### src/rtl/divider_seq.sv
`default_nettype none
// ============================================================================
//  Module      : divider_seq
//  Description : Sequential 16-by-8 unsigned restoring divider. Produces one
//                quotient bit per cycle (16 cycles per division) with
//                valid/ready handshakes on the input and result sides.
//                Serves as the reference check for 8-bit multiplier products
//                in the approximate-computing experiment harness.
//
//  Ports       : clk        in   1   clock, all state updates on rising edge
//                rst        in   1   synchronous active-high reset
//                in_valid   in   1   A/B valid
//                in_ready   out  1   divider can accept (IDLE only)
//                A          in  16   dividend, unsigned
//                B          in   8   divisor, unsigned
//                out_valid  out  1   Q/R/DZ valid
//                out_ready  in   1   consumer accepts result
//                Q          out 16   quotient, floor(A/B)
//                R          out  8   remainder, A mod B
//                DZ         out  1   divisor was zero
//
//  Build option: DIVIDER_SEQ_ZERO_SHORTCUT_EN
//                Defined   -> B == 0 jumps IDLE -> DONE at acceptance with
//                             the divide-by-zero result preloaded.
//                Undefined -> B == 0 runs the normal 16 steps; the restoring
//                             algorithm yields the same Q/R/DZ naturally.
//
//  Revision    : 1.0  initial release
// ============================================================================
module divider_seq (
    input  logic        clk,
    input  logic        rst,
    input  logic        in_valid,
    output logic        in_ready,
    input  logic [15:0] A,
    input  logic [7:0]  B,
    output logic        out_valid,
    input  logic        out_ready,
    output logic [15:0] Q,
    output logic [7:0]  R,
    output logic        DZ
);

    // ------------------------------------------------------------------------
    // State encoding
    // ------------------------------------------------------------------------
    localparam logic [1:0] c_ST_IDLE = 2'd0;
    localparam logic [1:0] c_ST_BUSY = 2'd1;
    localparam logic [1:0] c_ST_DONE = 2'd2;

    localparam logic [3:0] c_LAST_STEP_CNT = 4'd15;

    // ------------------------------------------------------------------------
    // Registers
    // ------------------------------------------------------------------------
    logic [1:0]  r_state;
    logic [15:0] r_dvd;     // dividend shift register, becomes the quotient
    logic [7:0]  r_dsr;     // captured divisor
    logic [7:0]  r_rem;     // partial remainder
    logic [3:0]  r_cnt;     // remaining steps after the current one
    logic        r_dz;      // divisor was zero

    // ------------------------------------------------------------------------
    // Combinational signals
    // ------------------------------------------------------------------------
    logic [1:0]  w_state_next;
    logic [8:0]  w_trial;
    logic        w_ge;
    logic [7:0]  w_diff;
    logic [7:0]  w_rem_next;
    logic        w_zero_b;
    logic        w_shortcut;
    logic        w_last;

    assign w_zero_b = (B == 8'd0);
    assign w_last   = (r_cnt == 4'd0);

`ifdef DIVIDER_SEQ_ZERO_SHORTCUT_EN
    assign w_shortcut = w_zero_b;
`else
    assign w_shortcut = 1'b0;
`endif

    // ------------------------------------------------------------------------
    // One restoring step. The trial value brings down the next dividend bit.
    // The subtraction is done on 8 bits only: whenever the trial is >= the
    // divisor the true difference is below the divisor (or, for a zero
    // divisor, equals the trial), so its low 8 bits are exact.
    // ------------------------------------------------------------------------
    assign w_trial    = {r_rem, r_dvd[15]};
    assign w_ge       = (w_trial >= {1'b0, r_dsr});
    assign w_diff     = w_trial[7:0] - r_dsr;
    assign w_rem_next = w_ge ? w_diff : w_trial[7:0];

    // ------------------------------------------------------------------------
    // FSM state register
    // ------------------------------------------------------------------------
    always_ff @(posedge clk) begin
        if (rst) begin
            r_state <= c_ST_IDLE;
        end else begin
            r_state <= w_state_next;
        end
    end

    // ------------------------------------------------------------------------
    // FSM next-state and handshake outputs
    // ------------------------------------------------------------------------
    always_comb begin
        w_state_next = r_state;
        in_ready     = 1'b0;
        out_valid    = 1'b0;
        case (r_state)
            c_ST_IDLE: begin
                in_ready = 1'b1;
                if (in_valid) begin
                    w_state_next = w_shortcut ? c_ST_DONE : c_ST_BUSY;
                end
            end
            c_ST_BUSY: begin
                if (w_last) begin
                    w_state_next = c_ST_DONE;
                end
            end
            c_ST_DONE: begin
                out_valid = 1'b1;
                if (out_ready) begin
                    w_state_next = c_ST_IDLE;
                end
            end
            default: begin
                w_state_next = c_ST_IDLE;
            end
        endcase
    end

    // ------------------------------------------------------------------------
    // Datapath. Registers only change on acceptance and during BUSY, so the
    // result is held stable throughout DONE regardless of the inputs.
    // ------------------------------------------------------------------------
    always_ff @(posedge clk) begin
        if (rst) begin
            r_dvd <= 16'd0;
            r_dsr <= 8'd0;
            r_rem <= 8'd0;
            r_cnt <= 4'd0;
            r_dz  <= 1'b0;
        end else begin
            case (r_state)
                c_ST_IDLE: begin
                    if (in_valid) begin
                        r_dsr <= B;
                        r_cnt <= c_LAST_STEP_CNT;
                        r_dz  <= w_zero_b;
                        if (w_shortcut) begin
                            // Same values 16 steps of division by zero produce:
                            // every quotient bit set, A[7:0] left in remainder.
                            r_dvd <= 16'hFFFF;
                            r_rem <= A[7:0];
                        end else begin
                            r_dvd <= A;
                            r_rem <= 8'd0;
                        end
                    end
                end
                c_ST_BUSY: begin
                    r_dvd <= {r_dvd[14:0], w_ge};
                    r_rem <= w_rem_next;
                    if (!w_last) begin
                        r_cnt <= r_cnt - 4'd1;
                    end
                end
                default: begin
                    // DONE and unused encodings hold the datapath
                end
            endcase
        end
    end

    // ------------------------------------------------------------------------
    // Result outputs
    // ------------------------------------------------------------------------
    assign Q  = r_dvd;
    assign R  = r_rem;
    assign DZ = r_dz;

endmodule
`default_nettype wire

### config.mk
export PLATFORM = sky130hd
export DESIGN_NAME = divider_seq
export DESIGN_NICKNAME = d
export VERILOG_FILES = /design/src/rtl/divider_seq.sv
export SDC_FILE = /design/constraint.sdc
export NUM_CORES = 1
export LEC_CHECK = 0
export CAP_MARGIN = 40
export CORE_MARGIN = 2
export CORE_UTILIZATION = 50
export CTS_CLUSTER_SIZE = 14
export DETAILED_ROUTE_END_ITERATION = 8
export DONT_BUFFER_PORTS = 1
export MAX_ROUTING_LAYER = met4
export PLACE_DENSITY_LB_ADDON = 0.08
export SLEW_MARGIN = 25
export SYNTH_ARGS = -nofsm -noshare
export SYNTH_HDL_FRONTEND = slang
export SYNTH_SLANG_ARGS = --single-unit
### constraint.sdc
create_clock -name clk -period 1.85 [get_ports clk]
set_input_delay 0.185 -clock clk [delete_from_list [all_inputs] [get_ports clk]]
set_output_delay 0.185 -clock clk [all_outputs]
set_load 0.005 [all_outputs]
==> results.py <==
metrics = {
    "sta": {
        "postLayoutSetupSlackWorst_ns": 0.0713,
        "fmax_ghz": 0.562,
        "setup_violations": 0,
        "drv_slew": 0,
        "setup_tns_ns": 0,
        "fin_crit_sh_pct": 96.1,
        "worst_pin_slew_ns": 0.554,
        "finalHoldViolations": 0,
        "finalCriticalPeriod_ns": 1.78,
        "timing.hold.ws_ns": 0.0207,
        "clock_skew_ns": 0.00468,
        "relSlewSlack_pct": 63.0,
    },
    "critical_path": {
        "rr_worst_depth": 8,
        "crit_fanout": 4,
        "path_cells": "inv_1 > ha_2 > fa_2 > nor2b_2 > o211ai_1 > mux2i_1 > o2111a_1 > o31ai_2",
        "required_ns": 2.03,
        "crit_slowest_cell": "fa_2",
        "critPathArrivalTime_ns": 1.96,
        "cp-startpoint": "Q[15]",
        "rrSetupSlack_ns": 0.07,
        "setup.worst_path.end_class": "flip-flop",
        "cp-start-kind": "flip-flop",
        "reg2reg_to": "R[6]",
        "critPathMaxStageDelay_ns": 0.36,
        "r2r_start": "Q[15]",
        "crit_type": "reg2reg",
    },
    "power": {
        "p_clk_share_pct": 21.1,
        "p_sw_mw": 1.03,
        "power_frac_comb_pct": 40.6,
        "ir_drop_mv": 0.542,
        "pwr-share-seq_pct": 38.3,
        "finalPower_mw": 2.76,
        "p_leak_nw": 0.951,
        "p_sw_share_pct": 37.5,
        "power_per_cell_area_mw_per_mm2": 1170,
        "power.internal_mw": 1.73,
    },
    "final_layout": {
        "drive_gt1_share_pct": 16.1,
        "post-route-util_pct": 58.7,
        "finalNetCount": 317,
        "diodes": 0,
        "syn2layout_area_growth_pct": 12.7,
        "final_cell_area_mm2": 0.00237,
        "stdcell_count": 330,
    },
    "placed_design": {
        "gp_congestion": 0.878,
        "placed_area_mm2": 0.00224,
        "placed_cells": 320,
        "portBuffers": 0,
        "dp_slack_ns": -0.00634,
        "dp_hpwl_mm": 3.49,
    },
    "die": {
        "initial_core_util_pct": 52.1,
        "die-height_um": 68.8,
        "num_io_pins": 55,
        "placementRows": 23,
        "die_w_um": 68.8,
        "die_area_mm2": 0.00473,
        "core_area_mm2": 0.00403,
    },
    "outcome": {
        "status": "complete, no violations",
    },
    "logic_synthesis": {
        "yosysWarnings": 0,
        "netlist.area_leader.share_pct": 37.2,
        "yosysSeqAreaShare_pct": 37.2,
        "synthesis.nets": 303,
        "synth_cell_types": 40,
        "synthCells": 265,
        "synth_area_leaders": "dfxtp_1, nand2_1, a311oi_1",
        "syn_area_mm2": 0.00210,
        "synth.avg_cell_area_um2": 7.92,
        "ys_seq_elements": 39,
        "yosysTopAreaCell": "dfxtp_1",
    },
    "route": {
        "routedWlPerCell_um": 14.7,
        "drt_iter0_drc": 100,
        "route.detailed.drc": 0,
        "routed_via_density": 5.59,
        "ant_nets": 0,
        "drt_pass1_iterations": 4,
        "wl_mm": 4.84,
        "vias": 1846,
    },
    "hold_path": {
        "hp-start": "B[5]",
        "hold_depth": 2,
        "whs_endpoint": "r_dsr[5]",
        "holdCritPathClass": "in2reg",
    },
    "clocking": {
        "clock-sinks": 39,
        "cts-root-buf": "clkbuf_8",
        "cts.htree.levels": 2,
        "clk_pin_slew_ns": 0.08,
        "cts_buffers": 5,
        "clockBufferDepth": 2,
        "insertion_delay_ns": 0.30,
        "cts_tree": "done",
        "cts_setup_buffers": 0,
    },
    "grt": {
        "grt_max_degree": 33,
        "grt_pass1_vias": 1639,
        "grt_pass1_wl_mm": 7.61,
        "grt_use_total_pct": 22.6,
        "gr-total-overflow": 0,
        "antenna_found_initial": 0,
    },
    "flow_run": {
        "drv_cap": 0,
    },
}
[logic make-up (layout without fill, tap and decap cells)]
family          count (synthesis)  count (layout)  synth area share (%)
buf+inv                        30              44                  6.08
xor+xnor                        5               5                  2.09
simple gates                  115             115                  23.8
compound gates                 59              60                  21.2
flops                          39              39                  37.2
fa+ha+maj                      10              10                  6.32
mux                             7               7                  3.34
[power by group through the flow]
stage	logic, mW	registers, mW	clock network (mW)
CTS	1.06	1.06	0.596
finish	1.12	1.06	0.583
floorplan	0.854	1.06	0
global route	1.24	1.08	0.640
global placement	1.04	1.08	0
detailed placement	1.05	1.08	0
[per-layer routing]
metal	part of all wire [%]	track usage, %
met1	47	29.6
met2	47	34.1
met3	4.1	5.52
met4	1.3	7.35
met5	0	-
[how the worst max path moves through the flow]
stage / to / slack, ns
floorplan: R[6] / 0.06
CTS: R[6] / 0.02
finish: R[6] / 0.07
global route: R[6] / -0.02
global placement: R[6] / 0.05
detailed placement: R[6] / -0.006
[what timing repair did]
item                                    CTS  global route
endpoints found under the setup margin    1             5
gates cloned                              0             1
hold endpoints to repair                 31             0
hold buffers                              1             0
pin swaps                                 0             1
resized for setup                         1             6
[final cells by class]
type,count,area (um2)
fillers,397,1660
multi-input cells,197,1220
flip-flops and latches,39,781
repair buffers,21,155
clock buffers,5,68.8
well taps,50,62.6
inverters,15,56.3
clock inverters,3,20.0
[cells in the mapped netlist, drive strengths merged]
cell type  number
nand2          62
dfxtp          39
nor2           26
a311oi         16
a21oi          15
inv            15
o21ai          12
clkbuf          9
ha              9
mux2i           7
nor2b           7
buf             6
nand3           4
xnor2           4
a31oi           3
nand2b          3
nor4            3
a211oi          2
a22o            2
and2b           2
nor3            2
nor3b           2
o2111a          2
o211ai          2
or2             2
a21o            1
and2            1
fa              1
nand3b          1
o21bai          1
o221ai          1
o2bb2a          1
o31ai           1
xor2            1
[flip-flops by register name (all words and copies together), names as in the netlist]
register / count
DZ: 1
Q: 16
R: 8
r_cnt: 4
r_dsr: 8
r_state: 2
[cell usage in the layout, fill, tap and decap left out, types with 5 or more instances in the layout]
cell type / synthesis / layout
a21oi_1: 14 / 12
buf_4: 1 / 20
inv_1: 15 / 15
o21ai_0: 10 / 10
dfxtp_1: 39 / 39
nand2_1: 62 / 62
ha_1: 9 / 7
a311oi_1: 16 / 16
clkbuf_8: 0 / 5
nor2_1: 26 / 26
nor2b_1: 7 / 6
mux2i_1: 7 / 7
[worst max-delay path: cells and delay by family (launching register included)]
| kind | cells | cell delay, ns |
|---|---|---|
| AOI/OAI and AO/OA | 3 | 0.40 |
| adders and majority gates | 2 | 0.57 |
| buffers and inverters | 1 | 0.06 |
| DFF | 1 | 0.34 |
| muxes | 1 | 0.17 |
| and+or+nand+nor | 1 | 0.13 |
No activity file was read; power rests on OpenSTA's default activity.
